File: src/rtl/icache_if.sv
// Fetch-side and memory-side bus of the instruction cache.
// slave = cache, master = CPU/memory environment.
interface icache_if #(
  parameter int unsigned ADDR_W = 10
);
  logic [ADDR_W-1:0] ADDRESS;
  logic [31:0]       INSTRUCTION;
  logic              BUSYWAIT;
  logic              MEM_READ;
  logic [ADDR_W-5:0] MEM_ADDRESS;
  logic [127:0]      MEM_READDATA;
  logic              MEM_BUSYWAIT;

  modport slave (
    input  ADDRESS, MEM_READDATA, MEM_BUSYWAIT,
    output INSTRUCTION, BUSYWAIT, MEM_READ, MEM_ADDRESS
  );

  modport master (
    output ADDRESS, MEM_READDATA, MEM_BUSYWAIT,
    input  INSTRUCTION, BUSYWAIT, MEM_READ, MEM_ADDRESS
  );
endinterface

File: src/rtl/icache.sv
// Direct-mapped read-only instruction cache, 16-byte lines, single-cycle hit.
// Optional hit/miss counters are enabled by defining ICACHE_STATS_EN.
module icache #(
  parameter int unsigned ADDR_W     = 10,
  parameter int unsigned INDEX_BITS = 3
) (
  input  logic        CLK,
  input  logic        RESET,
  icache_if.slave     bus
`ifdef ICACHE_STATS_EN
  ,
  output logic [15:0] HIT_COUNT,
  output logic [15:0] MISS_COUNT
`endif
);
  localparam int unsigned TAG_W = ADDR_W - 4 - INDEX_BITS;
  localparam int unsigned BLK_W = ADDR_W - 4;
  localparam int unsigned LINES = 1 << INDEX_BITS;

  typedef enum logic [1:0] {
    S_IDLE     = 2'd0,
    S_MEM_READ = 2'd1,
    S_UPDATE   = 2'd2,
    S_UNUSED   = 2'd3
  } state_t;

  state_t state, state_nxt;

  logic [LINES-1:0]      valid_q;
  logic [TAG_W-1:0]      tag_q  [LINES];
  logic [127:0]          data_q [LINES];
  logic [127:0]          fill_buf_q;
  logic [BLK_W-1:0]      mem_addr_q;

  logic [TAG_W-1:0]      addr_tag;
  logic [INDEX_BITS-1:0] addr_idx;
  logic [6:0]            word_base;
  logic [INDEX_BITS-1:0] fill_idx;
  logic [TAG_W-1:0]      fill_tag;
  logic                  hit;

  assign addr_tag  = bus.ADDRESS[ADDR_W-1 -: TAG_W];
  assign addr_idx  = bus.ADDRESS[4 +: INDEX_BITS];
  assign word_base = {bus.ADDRESS[3:2], 5'd0};
  assign fill_idx  = mem_addr_q[INDEX_BITS-1:0];
  assign fill_tag  = mem_addr_q[BLK_W-1 -: TAG_W];
  assign hit       = valid_q[addr_idx] && (tag_q[addr_idx] == addr_tag);

  assign bus.MEM_ADDRESS = mem_addr_q;

  // State register
  always_ff @(posedge CLK or posedge RESET) begin
    if (RESET) state <= S_IDLE;
    else       state <= state_nxt;
  end

  // Next-state logic
  always_comb begin
    state_nxt = state;
    case (state)
      S_IDLE:     if (!hit) state_nxt = S_MEM_READ;
      S_MEM_READ: if (!bus.MEM_BUSYWAIT) state_nxt = S_UPDATE;
      S_UPDATE:   state_nxt = S_IDLE;
      default:    state_nxt = S_IDLE;
    endcase
  end

  // Outputs; hit path is combinational from ADDRESS so hits never stall
  always_comb begin
    bus.BUSYWAIT    = 1'b1;
    bus.MEM_READ    = 1'b0;
    bus.INSTRUCTION = 32'h0;
    case (state)
      S_IDLE: begin
        bus.BUSYWAIT = !hit;
        if (hit) bus.INSTRUCTION = data_q[addr_idx][word_base +: 32];
      end
      S_MEM_READ: bus.MEM_READ = 1'b1;
      default: ;
    endcase
  end

  // Miss address latch, fill buffer and line install
  always_ff @(posedge CLK or posedge RESET) begin
    if (RESET) begin
      valid_q    <= '0;
      mem_addr_q <= '0;
      fill_buf_q <= '0;
      for (int i = 0; i < int'(LINES); i++) begin
        tag_q[i]  <= '0;
        data_q[i] <= '0;
      end
    end else begin
      if (state == S_IDLE && !hit) mem_addr_q <= bus.ADDRESS[ADDR_W-1:4];
      if (state == S_MEM_READ && !bus.MEM_BUSYWAIT) fill_buf_q <= bus.MEM_READDATA;
      if (state == S_UPDATE) begin
        data_q[fill_idx]  <= fill_buf_q;
        tag_q[fill_idx]   <= fill_tag;
        valid_q[fill_idx] <= 1'b1;
      end
    end
  end

`ifdef ICACHE_STATS_EN
  logic [ADDR_W-1:0] last_hit_q;
  logic              last_hit_v_q;

  // Saturating counters; a held fetch address counts as one hit
  always_ff @(posedge CLK or posedge RESET) begin
    if (RESET) begin
      HIT_COUNT    <= 16'h0;
      MISS_COUNT   <= 16'h0;
      last_hit_q   <= '0;
      last_hit_v_q <= 1'b0;
    end else if (state == S_IDLE) begin
      if (hit && (!last_hit_v_q || bus.ADDRESS != last_hit_q)) begin
        if (HIT_COUNT != 16'hFFFF) HIT_COUNT <= HIT_COUNT + 16'd1;
        last_hit_q   <= bus.ADDRESS;
        last_hit_v_q <= 1'b1;
      end
      if (!hit && MISS_COUNT != 16'hFFFF) MISS_COUNT <= MISS_COUNT + 16'd1;
    end
  end
`endif
endmodule

File: src/flat_wrapper.sv
// flat-port wrapper written by rule: the top's interface ports become plain ports
module icache_flat 
#(
  parameter int unsigned ADDR_W     = 10,
  parameter int unsigned INDEX_BITS = 3
)
  (CLK, RESET, bus_ADDRESS, bus_MEM_READDATA, bus_MEM_BUSYWAIT, bus_INSTRUCTION, bus_BUSYWAIT, bus_MEM_READ, bus_MEM_ADDRESS);
  icache_if #(.ADDR_W(ADDR_W)) bus_i ();
  input  logic CLK;
  input  logic RESET;
  input wire logic [$bits(bus_i.ADDRESS)-1:0] bus_ADDRESS;
  input wire logic [$bits(bus_i.MEM_READDATA)-1:0] bus_MEM_READDATA;
  input wire logic [$bits(bus_i.MEM_BUSYWAIT)-1:0] bus_MEM_BUSYWAIT;
  output wire logic [$bits(bus_i.INSTRUCTION)-1:0] bus_INSTRUCTION;
  output wire logic [$bits(bus_i.BUSYWAIT)-1:0] bus_BUSYWAIT;
  output wire logic [$bits(bus_i.MEM_READ)-1:0] bus_MEM_READ;
  output wire logic [$bits(bus_i.MEM_ADDRESS)-1:0] bus_MEM_ADDRESS;
  assign bus_i.ADDRESS = bus_ADDRESS;
  assign bus_i.MEM_READDATA = bus_MEM_READDATA;
  assign bus_i.MEM_BUSYWAIT = bus_MEM_BUSYWAIT;
  assign bus_INSTRUCTION = bus_i.INSTRUCTION;
  assign bus_BUSYWAIT = bus_i.BUSYWAIT;
  assign bus_MEM_READ = bus_i.MEM_READ;
  assign bus_MEM_ADDRESS = bus_i.MEM_ADDRESS;
  icache #(.ADDR_W(ADDR_W), .INDEX_BITS(INDEX_BITS)) u_core (.CLK(CLK), .RESET(RESET), .bus(bus_i));
endmodule
File: config.mk
export PLATFORM = sky130hd
export DESIGN_NAME = icache_flat
export DESIGN_NICKNAME = d
export VERILOG_FILES = /design/src/rtl/icache_if.sv /design/src/rtl/icache.sv /design/src/flat_wrapper.sv
export SDC_FILE = /design/constraint.sdc
export NUM_CORES = 2
export LEC_CHECK = 0
export CORE_MARGIN = 3
export CORE_UTILIZATION = 65
export DETAILED_ROUTE_END_ITERATION = 8
export DONT_BUFFER_PORTS = 1
export GPL_ROUTABILITY_DRIVEN = 0
export PLACE_DENSITY_LB_ADDON = 0.08
export RECOVER_POWER = 100
export SKIP_LAST_GASP = 1
export SLEW_MARGIN = 20
export SYNTH_ARGS = -nofsm -noshare
export SYNTH_HDL_FRONTEND = slang
export SYNTH_SLANG_ARGS = --single-unit
export TNS_END_PERCENT = 50
File: constraint.sdc
create_clock -name CLK -period 73.2 [get_ports CLK]
set_input_delay 0 -clock CLK [delete_from_list [all_inputs] [get_ports CLK]]
set_output_delay 0 -clock CLK [all_outputs]
set_load 0.02 [all_outputs]
==> results.sh <==
export IMPL_run_status="complete, but fails checks"
export IMPL_violations="capacitance limit, slew limit"
export IMPL_die_area_um2=84200
export IMPL_slew_violations=2480
export IMPL_layoutNonFillerInstCount=4415
export IMPL_ir_drop_mv=0.0357
export IMPL_cts_buf_count=121
export IMPL_max_clock_path_buffers=3
export IMPL_r2r_worst_path_cells=4
export IMPL_layer_with_the_highest_usage="met2"
export IMPL_cellInternalPower_w=0.00177
export IMPL_post_synth_top_area_cell="dfrtp_1"
export IMPL_dr_pass1_iters=6
export IMPL_cts_hold_buffers=201
export IMPL_worst_clock_skew_ps=27.9
export IMPL_timing_slew_headroom_pct=-630
export IMPL_post_synthesis_register_bit_count=1192
export IMPL_yosysUniqueCellTypes=25
export IMPL_finalInstanceArea_um2=59200
export IMPL_power_sequential_fraction_pct=48.1
export IMPL_required_ps=73210
export IMPL_critPathKind="input port to asynchronous set/reset pin"
export IMPL_hold_path_cell_count=2
export IMPL_synth_most_common_cell="dfrtp_1"
export IMPL_grt_remaining_overflow=0
export IMPL_post_cts_resized=0
export IMPL_cts_root_buf="clkbuf_16"
export IMPL_layout_worst_path_cycle_share_pct=31.8
export IMPL_setup_worst_path_start_class="input port"
export IMPL_rrSetupSlack_ps=63350
export IMPL_h_tree_depth=3
export IMPL_drt_drc_violations_left=0
export IMPL_fillCellCount=4678
export IMPL_async_set_reset_flop_share_out_of_synthesis_pct=100
export IMPL_die_height_um=290
export IMPL_clk_insertion_delay_late_ps=690
export IMPL_final_core_utilization_pct=74.4
export IMPL_io_pins=181
export IMPL_drtIter0Drc=1907
export IMPL_postRouteWirelength_um=124000
export IMPL_hp_class="input port to register"
export IMPL_period_minus_slack_ps=23260
export IMPL_finalSetupTns_ps=0
export IMPL_cp_data_arrival_time_ps=23280
export IMPL_rsz0062_at_grt="no"
export IMPL_groute_usage_overall_pct=30.0
export IMPL_floorplan_rows=103
export IMPL_dpl_cell_count=3983
export IMPL_dominantRegCellSynth="dfrtp_1"
export IMPL_placed_cell_area_um2=53100
export IMPL_finalNetCount=3399
export IMPL_total_switching_power_w=0.000676
export IMPL_synth_top_cells_by_area="dfrtp_1, mux2_2, mux4_2"
export IMPL_switching_share_pct=27.7
export IMPL_core_area_um2=79500
export IMPL_cts_tree="yes"
export IMPL_grt_first_pass_wirelength_um=194000
export IMPL_grt_met2_usage_pct=50.7
export IMPL_leakagePower_nw=26.6
export IMPL_port_buffers=0
export IMPL_report_final_hold_viol_count=0
export IMPL_layout_area_overhead_vs_synth_pct=12.7
export IMPL_reg2reg_to="u_core.data_q[454]$_DFFE_PP0P_"
export IMPL_final_antenna_net_count=0
export IMPL_power_density_nw_per_um2=41.3
export IMPL_timing_final_setup_violations=0
export IMPL_share_of_post_route_cells_with_drive_strength_above_1_pct=49.9
export IMPL_met3_usage_pct=5.34
export IMPL_worst_r2r_startpoint="u_core.bus.MEM_ADDRESS[0]$_DFFE_PP0P_"
export IMPL_min_from="bus_MEM_READDATA[88]"
export IMPL_antenna_violations_before_repair=11
export IMPL_post_synth_most_frequent_cells="dfrtp_1, mux2_2, mux4_2"
export IMPL_grt_start_max_net_pins=272
export IMPL_use_met1_pct=41.0
export IMPL_yosysTopAreaCellShare_pct=56.8
export IMPL_postCtsSetupBuffers=0
export IMPL_syn_nets=3273
export IMPL_post_layout_total_power_w=0.00244
export IMPL_cts_reportedPaths_clkPinSlew_ps=60
export IMPL_hpwlAfterDp_um=67800
export IMPL_fmax_ghz=0.0430
export IMPL_post_synth_cell_area_avg_um2=16.8
export IMPL_cts_num_sinks=1192
export IMPL_detail_route_vias_per_cell=6.55
export IMPL_route_detailed_wl_per_inst_um=28.1
export IMPL_yosysWarningCount=0
export IMPL_synthesis_instances=3132
export IMPL_max_cap_violations=37
export IMPL_min_delay_worst_endpoint="u_core.fill_buf_q[88]$_DFFE_PP0P_"
export IMPL_critical_path_peak_fanout=166
export IMPL_synth_enable_flop_cells=0
export IMPL_setup_worst_path_end_class="asynchronous set/reset pin"
export IMPL_share_comb_of_total_power_pct=25.3
export IMPL_count_of_vias_placed_by_the_detailed_router=28900
export IMPL_sequential_cell_area_fraction_in_the_yosys_report_pct=56.8
export IMPL_power_frac_clock_pct=26.6
export IMPL_starting_density_pct=66.0
export IMPL_worst_slew_pin_transition_ps=10950
export IMPL_fp_dieW_um=290
export IMPL_syn_cell_area_um2=52500
export IMPL_grt_pass1_vias=32400
cells in the final DEF (no fill, tap or decap), drive strengths merged:
master / instances
dfrtp: 1192
mux2: 1183
mux4: 293
clkbuf: 207
dlygate4sd3: 201
a211oi: 64
mux2i: 44
nand2: 34
nor2b: 34
a211o: 32
clkinv: 26
bufinv: 17
or2: 6
diode: 5
nand2b: 5
nor3b: 3
nand3b: 3
xor2: 3
inv: 3
clkinvlp: 3
nor2: 2
and3: 1
nand4: 1
a41oi: 1
a21o: 1
buf: 1
routing by layer:
layer  up-vias  share of wire, %
li1      12100                 -
met2       650                50
met4        10               2.6
met3       189               5.2
met1     16000                42
met5         -             0.053
stage by stage:
step	worst slack [ps]	hold WS (ps)
floorplan	39620	117
global placement	69040	63.2
detailed placement	68730	91.1
CTS	68790	0.460
global route	45220	2.76
finish	49940	25.4
flip-flops by register name, indices dropped and copies added (netlist names):
name / cells
u_core.fill_buf_q: 128
u_core.data_q: 1024
u_core.state: 2
u_core.valid_q: 8
u_core.tag_q: 24
u_core.bus.MEM_ADDRESS: 6
power groups by stage:
stage / Combinational [W] / Sequential (W) / Clock [W]
after global routing: 0.000662 / 0.00121 / 0.000685
after detailed placement: 0.000569 / 0.00118 / 0
after floorplan: 0.000482 / 0.00110 / 0
after CTS: 0.000608 / 0.00117 / 0.000658
after global placement: 0.000541 / 0.00113 / 0
final: 0.000619 / 0.00117 / 0.000648
cells by family (layout without fill, tap and decap cells):
family                    Yosys count  in the layout  synth area share (%)
buffers and inverters             230            458                  1.93
DFF                              1192           1192                  56.8
xor gates and xnor gates            3              3                0.0501
other                               0              5                     0
muxes                            1520           1520                  38.8
and+or+nand+nor                    89             89                 0.903
AOI/OAI and AO/OA                  98             98                  1.52
worst max-delay path by stage:
stage | slack [ps] | from | endpoint
2_1_floorplan | 39620 | RESET | u_core.bus.MEM_ADDRESS[0]$_DFFE_PP0P_
3_3_place_gp | 69040 | u_core.bus.MEM_ADDRESS[0]$_DFFE_PP0P_ | u_core.data_q[194]$_DFFE_PP0P_
4_1_cts | 68790 | RESET | u_core.data_q[239]$_DFFE_PP0P_
3_5_place_dp | 68730 | RESET | u_core.data_q[111]$_DFFE_PP0P_
5_1_grt | 45220 | RESET | u_core.fill_buf_q[91]$_DFFE_PP0P_
6_report | 49940 | RESET | u_core.data_q[476]$_DFFE_PP0P_
critical path: stages:
cell and delay (ps):
dlygate4sd3_1 550, clkinvlp_2 3190, clkbuf_1 3110, clkbuf_1 6090, clkbuf_1 2510, clkbuf_1 4830, clkbuf_1 2650
cell type report:
type / instances / area (µm²) / area share, %
antenna: 5 / 12.5 / 0.0211
clock buffer: 177 / 3550 / 6.01
clock inverter: 48 / 682 / 1.15
inverter: 1 / 5.00 / 0.00846
multi-input combinational: 1710 / 21600 / 36.6
sequential: 1192 / 29800 / 50.4
tap: 1050 / 1310 / 2.22
timing repair buffer: 232 / 2130 / 3.60
Power figures use the tool's default switching activity.
